--- src/rtl/fetch_stage.sv ---
// Instruction-fetch stage and IF/ID pipeline register for the pipelined RV32 core.
// Keeps at most one instruction-memory request in flight and tracks stale responses after redirects.
module fetch_stage #(
    parameter int               Width   = 32,
    parameter logic [Width-1:0] ResetPC = '0
) (
    input  logic             clk,
    input  logic             reset,
    input  logic             StallD,
    input  logic             FlushD,
    input  logic             PCSrcE,
    input  logic [Width-1:0] PCTargetE,
    output logic             imem_req,
    output logic [Width-1:0] imem_addr,
    input  logic             imem_rvalid,
    input  logic [31:0]      imem_rdata,
    output logic [Width-1:0] PCF,
    output logic [31:0]      InstrD,
    output logic [Width-1:0] PCD,
    output logic [Width-1:0] PCPlus4D,
    output logic             InstrValidD
);

    typedef enum logic [1:0] {
        S_FETCH,
        S_WAIT,
        S_HOLD
    } state_e;

    localparam logic [31:0]      NopInstr = 32'h0000_0013;
    localparam logic [Width-1:0] Four     = Width'(4);

    state_e           state_q, state_d;
    logic             kill_q, kill_d;
    logic [31:0]      instr_buf_q, instr_buf_d;
    logic [Width-1:0] pcf_q, pcf_d;
    logic [31:0]      instr_q, instr_d;
    logic [Width-1:0] pcd_q, pcd_d;
    logic [Width-1:0] pc_plus4_q, pc_plus4_d;
    logic             valid_q, valid_d;

    logic             resp_avail;
    logic             accept;
    logic [31:0]      resp_instr;
    logic [Width-1:0] pcf_plus4;

    assign pcf_plus4  = pcf_q + Four;
    assign resp_avail = (state_q == S_WAIT && imem_rvalid && !kill_q) || (state_q == S_HOLD);
    assign accept     = resp_avail && !StallD && !PCSrcE;
    assign resp_instr = (state_q == S_HOLD) ? instr_buf_q : imem_rdata;

    always_ff @(posedge clk) begin
        if (reset) begin
            state_q     <= S_FETCH;
            kill_q      <= 1'b0;
            instr_buf_q <= '0;
            pcf_q       <= ResetPC;
            instr_q     <= NopInstr;
            pcd_q       <= '0;
            pc_plus4_q  <= '0;
            valid_q     <= 1'b0;
        end else begin
            state_q     <= state_d;
            kill_q      <= kill_d;
            instr_buf_q <= instr_buf_d;
            pcf_q       <= pcf_d;
            instr_q     <= instr_d;
            pcd_q       <= pcd_d;
            pc_plus4_q  <= pc_plus4_d;
            valid_q     <= valid_d;
        end
    end

    // A redirect while a request is in flight cannot cancel it, so the response is marked stale instead.
    always_comb begin
        state_d     = state_q;
        kill_d      = kill_q;
        instr_buf_d = instr_buf_q;
        pcf_d       = pcf_q;
        if (PCSrcE) begin
            pcf_d = PCTargetE;
            if (state_q == S_WAIT && !imem_rvalid) begin
                kill_d = 1'b1;
            end else begin
                state_d = S_FETCH;
                kill_d  = 1'b0;
            end
        end else begin
            unique case (state_q)
                S_FETCH: state_d = S_WAIT;
                S_WAIT: begin
                    if (imem_rvalid) begin
                        if (kill_q) begin
                            kill_d  = 1'b0;
                            state_d = S_FETCH;
                        end else if (StallD) begin
                            instr_buf_d = imem_rdata;
                            state_d     = S_HOLD;
                        end else begin
                            pcf_d = pcf_plus4;
                        end
                    end
                end
                S_HOLD: begin
                    if (!StallD) begin
                        pcf_d   = pcf_plus4;
                        state_d = S_WAIT;
                    end
                end
                default: state_d = S_FETCH;
            endcase
        end
    end

    always_comb begin
        instr_d    = instr_q;
        pcd_d      = pcd_q;
        pc_plus4_d = pc_plus4_q;
        valid_d    = valid_q;
        if (FlushD || PCSrcE || (!accept && !StallD)) begin
            instr_d    = NopInstr;
            pcd_d      = '0;
            pc_plus4_d = '0;
            valid_d    = 1'b0;
        end else if (accept) begin
            instr_d    = resp_instr;
            pcd_d      = pcf_q;
            pc_plus4_d = pcf_plus4;
            valid_d    = 1'b1;
        end
    end

    // Accepting a response immediately issues the next sequential request in the same cycle.
    always_comb begin
        imem_req  = 1'b0;
        imem_addr = pcf_q;
        if (!reset && !PCSrcE) begin
            if (state_q == S_FETCH) begin
                imem_req = 1'b1;
            end else if (accept) begin
                imem_req  = 1'b1;
                imem_addr = pcf_plus4;
            end
        end
    end

    assign PCF         = pcf_q;
    assign InstrD      = instr_q;
    assign PCD         = pcd_q;
    assign PCPlus4D    = pc_plus4_q;
    assign InstrValidD = valid_q;

endmodule

--- config.mk ---
export PLATFORM = sky130hd
export DESIGN_NAME = fetch_stage
export DESIGN_NICKNAME = d
export VERILOG_FILES = /design/src/rtl/fetch_stage.sv
export SDC_FILE = /design/constraint.sdc
export NUM_CORES = 1
export LEC_CHECK = 0
export ABC_AREA = 1
export CAP_MARGIN = 20
export CORE_MARGIN = 3
export CORE_UTILIZATION = 45
export CTS_BUF_LIST = sky130_fd_sc_hd__clkbuf_8
export DETAILED_ROUTE_END_ITERATION = 8
export PLACE_DENSITY = 0.78
export SLEW_MARGIN = 20
export SYNTH_ARGS = -nofsm -noshare
export SYNTH_HDL_FRONTEND = slang
export SYNTH_SLANG_ARGS = --single-unit
export TNS_END_PERCENT = 50
--- constraint.sdc ---
create_clock -name clk -period 4.75 [get_ports clk]
set_input_delay 1.1875 -clock clk [delete_from_list [all_inputs] [get_ports clk]]
set_output_delay 1.1875 -clock clk [all_outputs]
set_load 0.03 [all_outputs]
==> impl_metrics.json <==
{
  "insertion_delay_ns": 0.47,
  "clock_sinks": 162,
  "final_hold_viol_count": 0,
  "crit_type": "input pin to output pin",
  "synth_compound_area_share_pct": 21.1,
  "tns_ns": 0,
  "hold_depth": 2,
  "grt_pass1_vias": 7037,
  "hold_path.class": "flip-flop to flip-flop",
  "synth.ff_latch_count": 162,
  "rows": 45,
  "die_y_um": 132,
  "grtUsageTotal_pct": 26.5,
  "rsz0062_at_grt": "false",
  "hpwl_mm": 16.8,
  "ctsHoldBuffers": 0,
  "portBuffers": 231,
  "endpoint_kind": "output pin",
  "dieWidth_um": 132,
  "area_delta_synth_final_pct": 37.8,
  "drive_above_1_share_pct": 6.65,
  "tightest_slew_ns": 1.04,
  "postCtsSetupBuffers": 0,
  "grt_pass1_wl_mm": 37.4,
  "avgSynthCellArea_um2": 6.99,
  "grt-ovfl-total": 0,
  "core_um2": 15400,
  "cp.arrival_ns": 3.31,
  "synth_top_family_by_area": "simple AND/OR/NAND/NOR gates",
  "cts_resized": 0,
  "synthesis.area_um2": 7190,
  "status": "finished, final reports clean",
  "via_per_inst": 5.22,
  "power_mw": 2.89,
  "muxShareOfSynthArea_pct": 0,
  "clockBufferDepth": 2,
  "dieArea_um2": 17500,
  "cts_tree": "done",
  "syn_nets": 1100,
  "synth_xor_area_share_pct": 1.71,
  "synthCells": 1029,
  "wirelength_mm": 23.8,
  "gp_congestion": 0.960,
  "start_util_pct": 46.6,
  "routedWlPerCell_um": 16.5,
  "grt_start_max_net_pins": 88,
  "drt-pass1-iter-count": 5,
  "nets": 1292,
  "synth-simple-area-share_pct": 23.3,
  "irDropWorstVdd_uv": 193,
  "worstSetupStartpointType": "input pin",
  "io_pins": 232,
  "worst_r2r_path_depth": 10,
  "layout_common_cells": "nand2_1 (314), clkdlybuf4s50_1 (207), dfxtp_1 (162), a21oi_1 (144), o21ai_0 (102)",
  "p_per_area_nw_per_um2": 292,
  "clock_skew_ns": 0.0102,
  "routed-via-count": 7549,
  "timing.final.max_slew_violations": 0,
  "final_common_cell": "nand2_1",
  "synthDistinctLibCells": 28,
  "fill_cells": 1482,
  "critPathMaxFanout": 12,
  "max_cap_viol_count": 0,
  "ys_warn_count": 0,
  "fmax_mhz": 223,
  "drc": 0,
  "fin_crit_sh_pct": 94.6,
  "finalSetupViolations": 0,
  "antenna_found_initial": 1,
  "drt-initial-drc-count": 541,
  "leakage_nw": 3.55,
  "antenna_left": 0,
  "cp_data_required_time_ns": 3.56,
  "ys_seq_area_share_pct": 45.1,
  "path_clk_slew_ns": 0.09,
  "slew_headroom_pct": 30.4,
  "htreeDepth": 4,
  "fin_crit_ns": 4.49,
  "cts_buffers": 17,
  "root_buffer": "clkbuf_8",
  "synth_fa_ha_area_share_pct": 0.174
}
[synthesized netlist by cell type]
| master | count | area, um^2 |
|---|---|---|
| o21ai_0 | 102 | 510 |
| ha_1 | 1 | 12.5 |
| o21ai_2 | 1 | 8.76 |
| clkinv_1 | 1 | 3.75 |
| dfxtp_1 | 162 | 3240 |
| a211oi_1 | 3 | 22.5 |
| clkbuf_1 | 32 | 120 |
| nor2_2 | 4 | 25.0 |
| nor2_4 | 1 | 11.3 |
| xnor2_1 | 1 | 8.76 |
| a31oi_1 | 7 | 43.8 |
| and2_1 | 3 | 18.8 |
| o2111ai_1 | 1 | 8.76 |
| nand2_1 | 315 | 1180 |
| buf_2 | 18 | 90.1 |
| a22oi_1 | 20 | 150 |
| nand4_1 | 2 | 12.5 |
| xor2_1 | 13 | 114 |
| nand3_1 | 35 | 175 |
| nand2_2 | 1 | 6.26 |
| o21ai_1 | 10 | 50.1 |
| inv_2 | 4 | 15.0 |
| nor2_1 | 60 | 225 |
| buf_4 | 19 | 143 |
| nand3_2 | 1 | 10.0 |
| inv_1 | 67 | 251 |
| a21oi_1 | 144 | 721 |
| nor3_1 | 1 | 5.00 |
[logic make-up after synthesis]
family	after synthesis
buf+inv	141
xor+xnor	14
compound gates	288
simple gates	423
fa+ha+maj	1
flops	162
[state kept, by name, summed over array words and instances, names as in the netlist]
| name | count |
|---|---|
| kill_q | 1 |
| PCF | 32 |
| instr_buf_q | 32 |
| state_q | 2 |
| PCD | 32 |
| PCPlus4D | 30 |
| InstrD | 32 |
| InstrValidD | 1 |
[layer usage]
layer	GRT usage [%]	vias up	wire length (um)
met3	7.33	51	1850
met2	42.9	281	11100
met1	33.2	3475	10000
met4	11.1	0	805
met5	0	-	0
li1	-	3742	-
[worst max-delay path, stage by stage]
cell,delay [ns]
clkdlybuf4s50_1,0.54
nand3_2,0.10
nand2_2,0.13
nand2_1,0.11
nor2_4,0.25
inv_2,0.18
nand2_1,0.09
nand2_1,0.09
clkdlybuf4s50_1,0.60
[power breakdown]
part / internal, mW / leakage (nW) / switching (mW) / total [mW]
logic: 0.159 / 2.03 / 0.231 / 0.391
registers: 1.38 / 1.31 / 0.0386 / 1.42
clock network: 0.494 / 0.206 / 0.581 / 1.07
total: 2.04 / 3.55 / 0.850 / 2.89
[through the flow]
stage / hold WS [ns] / area (um^2) / util (%) / setup WS [ns] / std cells
after floorplan: 0.424 / 7190 / - / 0.930 / 1029
after global placement: 0.435 / 9480 / 61.4 / 0.247 / 1413
after detailed placement: 0.439 / 9480 / 61.4 / 0.276 / 1413
after CTS: 0.453 / 9900 / 64.2 / 0.266 / 1445
after global routing: 0.476 / 9900 / 64.2 / 0.154 / 1446
final: 0.449 / 9900 / 64.2 / 0.257 / 1446
[final cells by class]
class                      instances  area, um^2  share of cell area (%)
multi-input combinational        726        3350                    33.8
timing repair buffer             242        2350                    23.7
tap                              211         264                    2.67
antenna                            1        2.50                  0.0253
clock buffer                      17         234                    2.36
clock inverter                    15         190                    1.92
sequential                       162        3240                    32.7
inverter                          72         272                    2.74
[path summary, 6_finish.rpt]
check,start,to,slack [ns]
max,imem_rvalid,imem_addr[18],0.26
min,instr_buf_q[14],instr_buf_q[14],0.45
max reg2reg,state_q[0],PCF[26],1.92
min reg2reg,instr_buf_q[14],instr_buf_q[14],0.45
(Power assumes the default switching activity.)
